## config.mk

```make
export PLATFORM = sky130hd
export DESIGN_NAME = wide_add_seq
export DESIGN_NICKNAME = d
export VERILOG_FILES = /design/src/rtl/wide_add_seq.sv
export SDC_FILE = /design/constraint.sdc
export NUM_CORES = 1
export LEC_CHECK = 0
export BUFFER_PORTS_ARGS = -buffer_cell sky130_fd_sc_hd__buf_2
export CAP_MARGIN = 20
export CORE_ASPECT_RATIO = 0.9
export CORE_MARGIN = 4
export CORE_UTILIZATION = 50
export DETAILED_ROUTE_END_ITERATION = 10
export PLACE_DENSITY = 0.77
export SLEW_MARGIN = 20
export SYNTH_ARGS = -nofsm -noshare
export SYNTH_HDL_FRONTEND = slang
export SYNTH_SLANG_ARGS = --single-unit
```

## constraint.sdc

```tcl
create_clock -name CLK -period 4.7 [get_ports CLK]
set_input_delay 0.94 -clock CLK [delete_from_list [all_inputs] [get_ports CLK]]
set_output_delay 0.94 -clock CLK [all_outputs]
set_load 0.1 [all_outputs]
```

## src/rtl/wide_add_seq.sv

```systemverilog
`default_nettype none
// ============================================================================
//  Module      : wide_add_seq
//  Description : Streaming multi-precision adder. Operands arrive 16 bits per
//                beat, least-significant word first. Each word goes through
//                two 16-bit Sklansky prefix adders: the first adds A and B,
//                the second adds the inter-word carry. The sum words leave
//                through a one-entry registered valid/ready output stage.
//  Revision    : 1.0 - initial release
// ============================================================================

// ----------------------------------------------------------------------------
//  SklanskyAdder_16 : 16-bit divide-and-conquer parallel-prefix adder.
//  It has no carry input; the wrapper below adds a carry with a second pass.
// ----------------------------------------------------------------------------
module SklanskyAdder_16 (
    input  logic [15:0] i_a,
    input  logic [15:0] i_b,
    output logic [15:0] o_sum,
    output logic        o_co
);

    logic [15:0] w_p0;
    logic [15:0] w_g;
    logic [15:0] w_p;
    logic [15:0] w_g_nxt;
    logic [15:0] w_p_nxt;
    int          w_j;

    // Prefix tree: at level l, every bit whose l-th index bit is set merges
    // with the top bit of the block immediately to its right.
    always_comb begin
        w_p0    = i_a ^ i_b;
        w_g     = i_a & i_b;
        w_p     = w_p0;
        w_g_nxt = w_g;
        w_p_nxt = w_p;
        w_j     = 0;
        for (int l = 0; l < 4; l++) begin
            w_g_nxt = w_g;
            w_p_nxt = w_p;
            for (int i = 0; i < 16; i++) begin
                if (((i >> l) & 1) == 1) begin
                    w_j        = ((i >> l) << l) - 1;
                    w_g_nxt[i] = w_g[i] | (w_p[i] & w_g[w_j]);
                    w_p_nxt[i] = w_p[i] & w_p[w_j];
                end
            end
            w_g = w_g_nxt;
            w_p = w_p_nxt;
        end
    end

    // The carry into bit i is the group generate of bits [i-1:0].
    assign o_sum = w_p0 ^ {w_g[14:0], 1'b0};
    assign o_co  = w_g[15];

endmodule

// ----------------------------------------------------------------------------
//  wide_add_seq : top level
// ----------------------------------------------------------------------------
module wide_add_seq #(
    parameter int MAX_WORDS = 8,
    parameter int CW        = 4
) (
    input  logic          CLK,
    input  logic          RST,
    input  logic          IN_VALID,
    output logic          IN_READY,
    input  logic [15:0]   A,
    input  logic [15:0]   B,
    input  logic          CI,
    input  logic          IN_LAST,
    output logic          OUT_VALID,
    input  logic          OUT_READY,
    output logic [15:0]   SUM,
    output logic          OUT_LAST,
    output logic          CO,
    output logic          OVF,
    output logic [CW-1:0] IDX,
    output logic          ERR
);

    localparam logic [CW-1:0] c_MAX_IDX = CW'(MAX_WORDS - 1);

    typedef enum logic [0:0] {
        ST_FIRST = 1'b0,
        ST_MID   = 1'b1
    } state_t;

    state_t        r_state;
    state_t        w_state_nxt;
    logic [CW-1:0] r_cnt;
    logic          r_cr;

    logic          r_out_valid;
    logic [15:0]   r_sum;
    logic          r_out_last;
    logic          r_co;
    logic          r_ovf;
    logic [CW-1:0] r_idx;
    logic          r_err;

    logic          w_accept;
    logic          w_cin;
    logic [15:0]   w_s1;
    logic          w_c1;
    logic [15:0]   w_s2;
    logic          w_c2;
    logic          w_cout;
    logic          w_err;
    logic          w_last;
    logic          w_ovf;

    // The output stage can take a new word when empty or being drained.
    assign IN_READY = !r_out_valid | OUT_READY;
    assign w_accept = IN_VALID & IN_READY;

    // Word 0 uses the external carry-in; later words chain the stored carry.
    assign w_cin = (r_state == ST_FIRST) ? CI : r_cr;

    SklanskyAdder_16 u_add_ab (
        .i_a   (A),
        .i_b   (B),
        .o_sum (w_s1),
        .o_co  (w_c1)
    );

    SklanskyAdder_16 u_add_ci (
        .i_a   (w_s1),
        .i_b   ({15'b0, w_cin}),
        .o_sum (w_s2),
        .o_co  (w_c2)
    );

    // Only one of the two passes can carry: a carry out of the second pass
    // needs s1 = FFFF, which is impossible when the first pass carried.
    assign w_cout = w_c1 | w_c2;

    // An operand that fills the last index without IN_LAST is forcibly closed.
    assign w_err  = (r_cnt == c_MAX_IDX) & !IN_LAST;
    assign w_last = IN_LAST | w_err;
    assign w_ovf  = w_last & (A[15] == B[15]) & (w_s2[15] != A[15]);

    // Next-state logic: any closing word returns to FIRST.
    always_comb begin
        w_state_nxt = r_state;
        if (w_accept) begin
            w_state_nxt = w_last ? ST_FIRST : ST_MID;
        end
    end

    // FSM state, word counter and inter-word carry advance on acceptance.
    always_ff @(posedge CLK) begin
        if (RST) begin
            r_state <= ST_FIRST;
            r_cnt   <= '0;
            r_cr    <= 1'b0;
        end else begin
            r_state <= w_state_nxt;
            if (w_accept) begin
                r_cnt <= w_last ? '0 : (r_cnt + CW'(1));
                r_cr  <= w_last ? 1'b0 : w_cout;
            end
        end
    end

    // Output register: load on accept, clear valid on a pop with no refill.
    always_ff @(posedge CLK) begin
        if (RST) begin
            r_out_valid <= 1'b0;
            r_sum       <= '0;
            r_out_last  <= 1'b0;
            r_co        <= 1'b0;
            r_ovf       <= 1'b0;
            r_idx       <= '0;
            r_err       <= 1'b0;
        end else if (w_accept) begin
            r_out_valid <= 1'b1;
            r_sum       <= w_s2;
            r_out_last  <= w_last;
            r_co        <= w_cout & w_last;
            r_ovf       <= w_ovf;
            r_idx       <= r_cnt;
            r_err       <= w_err;
        end else if (OUT_READY) begin
            r_out_valid <= 1'b0;
        end
    end

    assign OUT_VALID = r_out_valid;
    assign SUM       = r_sum;
    assign OUT_LAST  = r_out_last;
    assign CO        = r_co;
    assign OVF       = r_ovf;
    assign IDX       = r_idx;
    assign ERR       = r_err;

endmodule
`default_nettype wire

```

==> flow_summary_export.csv <==
group,metric,value,unit
clocking,post_cts_buffers,0,
floorplanning,core,4518,um2
hold_path,hold_path.class,"flip-flop to flip-flop",
clocking,clock-root-buffer,"clkbuf_8",
yosys,post_synth_xor_area_fraction,6.296,%
timing,hold_viol,0,
timing,setup-tns-final,0,ns
clocking,clockBufferDepth,2,
cells_and_area,mostFrequentLayoutCells,"buf_2, dfxtp_1, nand2_1",
cells_and_area,fin_nets,405,
cells_and_area,nFillCells,430,
clocking,cts.htree.levels,2,
cells_and_area,drive_gt1_share,27.78,%
yosys,synth_area_leaders,"dfxtp_1, ha_1, a21oi_1",
cells_and_area,post-route-util,61.73,%
floorplanning,rows,23,
power,peakVddDrop,0.0001451,V
timing,fin_crit_sh,92.53,%
global_routing,antenna_found_initial,0,
global_routing,grtUsageTotal,18.07,%
floorplanning,io_pins,64,
detailed_routing,vias,2183,
detailed_routing,post-route-drc-count,0,
placed_design,routabilityCongestion,0.8329,
yosys,synthMuxAreaShare,0.8995,%
yosys,synth-compound-area-share,22.06,%
yosys,synthAdderAreaFrac,14.50,%
worst_setup_path,critPathKind,"input port to flip-flop",
cells_and_area,final_common_cell,"buf_2",
detailed_routing,wl_per_cell,12.85,um
yosys,yosys_warnings,0,
timing,fmax,229.9,MHz
yosys,postSynthAreaPerCell,8.446,um2
yosys,synth_ff_type,"dfxtp_1",
global_routing,gr-total-overflow,0,
floorplanning,dieArea,5895,um2
floorplanning,die_w,80.49,um
timing,period_minus_slack,4.349,ns
yosys,yosysTopAreaCellShare,26.24,%
cells_and_area,diodes,0,
timing,setup_slack,0.3510,ns
global_routing,grt_max_degree,30,
detailed_routing,ant_nets,0,
placed_design,port-buffer-count,63,
worst_setup_path,path_buf_inv,2,
timing,finClkSkew,0.005993,ns
clocking,cts_buffers,5,
cells_and_area,largest_reg_flops,16,
run_status,status,"complete, no violations",
detailed_routing,drt_iter0_markers,127,
clocking,postCtsHoldBufs,0,
detailed_routing,drt_wl_total,5.192,mm
worst_setup_path,cpPeakStageDelay,0.57,ns
yosys,synth_nets,343,
placed_design,dpl.hpwl,4.184,mm
global_routing,grt_pass1_wl,8.556,mm
detailed_routing,first_pass_iters,5,
yosys,syn_area,2365,um2
yosys,synthArstFlopShare,0,%
timing,tightest_slew,0.6866,ns
placed_design,pre_cts_ws,0.08237,ns
yosys,seq_area_frac_synth,26.24,%
worst_setup_path,end_kind,"flip-flop",
timing,slew_violations,0,
clocking,insertion_delay,0.28,ns
timing,hold_slack,0.4516,ns
yosys,syn_inst,280,
timing,setup_viol_count_final,0,
worst_setup_path,critPathArrivalTime,4.50,ns
yosys,yosys.area_share.simple,23.97,%
power,p_leak,0.001288,uW
clocking,clkTransAtPathRegs,0.06,ns
worst_setup_path,path_cells,"buf_2, ha_1, inv_1, fa_1, nand2b_1, nand2b_1, a21oi_1, fa_1, xor2_1, or3_1, nor4_4, o211ai_4, or4_4, o311ai_4, mux2i_1, nand3_1",
flow_run,cap_violations,0,
worst_setup_path,cpMaxStageDelayCell,"or4_4",
worst_setup_path,worst_setup_path_start_kind,"input port",
cells_and_area,areaGrowthSynthToFinish,17.94,%
yosys,ys_ff_latch,31,
timing,rsz0062_at_grt,"no",
clocking,cts_resized,0,
yosys,synth.largest_area_cell,"dfxtp_1",
detailed_routing,vias_per_cell,5.403,
floorplanning,die_h,73.24,um
yosys,synth-edff-count,0,
worst_setup_path,critPathMaxFanout,8,
clocking,cts_tree,"done",
yosys,synth_top_family_by_area,"simple AND/OR/NAND/NOR gates",
clocking,clkSinkCount,31,
worst_setup_path,required,4.86,ns
power,p_per_area,306.7,nW/um2
floorplanning,start_util,52.34,%
worst_setup_path,critPathTopFamily,"simple AND/OR/NAND/NOR gates",
timing,slew_headroom,54.12,%
global_routing,grt_pass1_vias,1960,
yosys,yosys.cell_types.count,57,
==> tightest hold or removal path, cell delays in order, from the launching register on <==
cell     delay [ns]
dfxtp_1        0.31
nand2_1        0.05
a21oi_1        0.05
==> worst paths after layout <==
path                                      startpoint                   end  slack, ns  cells past startpoint
worst max-delay path                            A[0]  SUM[14]$_SDFFE_PP0P_       0.35                     16
worst min-delay path             SUM[0]$_SDFFE_PP0P_   SUM[0]$_SDFFE_PP0P_       0.45                      2
worst max register to register  r_state$_SDFFE_PP0P_  SUM[14]$_SDFFE_PP0P_       1.93                     10
worst min register to register   SUM[0]$_SDFFE_PP0P_   SUM[0]$_SDFFE_PP0P_       0.45                      2
==> cell families after synthesis <==
logic type	Yosys count
buffers and inverters	30
xor gates and xnor gates	17
adders and majority gates	25
AOI/OAI and AO/OA	69
DFF	31
and+or+nand+nor	106
muxes	2
==> final cells by class <==
class                   instances  area (um2)  share of cell area, %
well taps                      62       77.57                  2.782
inverters                      21       78.83                  2.826
flip-flops and latches         31       620.6                  22.25
clock buffers                   6       82.58                  2.961
multi-input cells             219        1602                  57.43
repair buffers                 64       322.8                  11.57
clock inverters                 1       5.005                 0.1795
==> power breakdown <==
group	total, uW	internal, uW	leakage [uW]	switching, uW
clock	205	115	0.0000470	90.9
sequential	291	281	0.000254	10.0
combinational	358	105	0.000987	253
total	855	501	0.00129	354
==> Yosys cell counts, types with 2 or more instances <==
cell and count:
a211oi_1 9, a21o_1 2, a21oi_1 27, a32o_1 2, and2_1 3, and3_1 2, clkbuf_1 6, clkbuf_8 3
dfxtp_1 31, fa_1 4, ha_1 21, inv_1 20, nand2_1 30, nand2b_1 6, nand3_1 9, nor2_1 27
nor3_1 6, nor4_1 3, o2111ai_1 2, o211ai_2 2, o21ai_0 7, o31ai_1 3, or2_2 3, or3_1 3
or4_1 2, xnor2_1 11, xor2_1 6
==> through the flow <==
step	power (uW)	std cells	cell area, um2
after floorplan	590.0	280	2365
after global placement	649.3	397	2701
after detailed placement	656.3	397	2701
after CTS	862.7	404	2789
after global routing	903.4	404	2789
final	855.2	404	2789
==> metal layers <==
metal,wire length (um),share of wire [%],GRT usage (%)
met5,0,0,0
met2,2480,48,31.07
met3,324,6.2,4.444
met1,2356,45,23.18
met4,30,0.58,3.377
No activity file was read; power rests on OpenSTA's default activity.
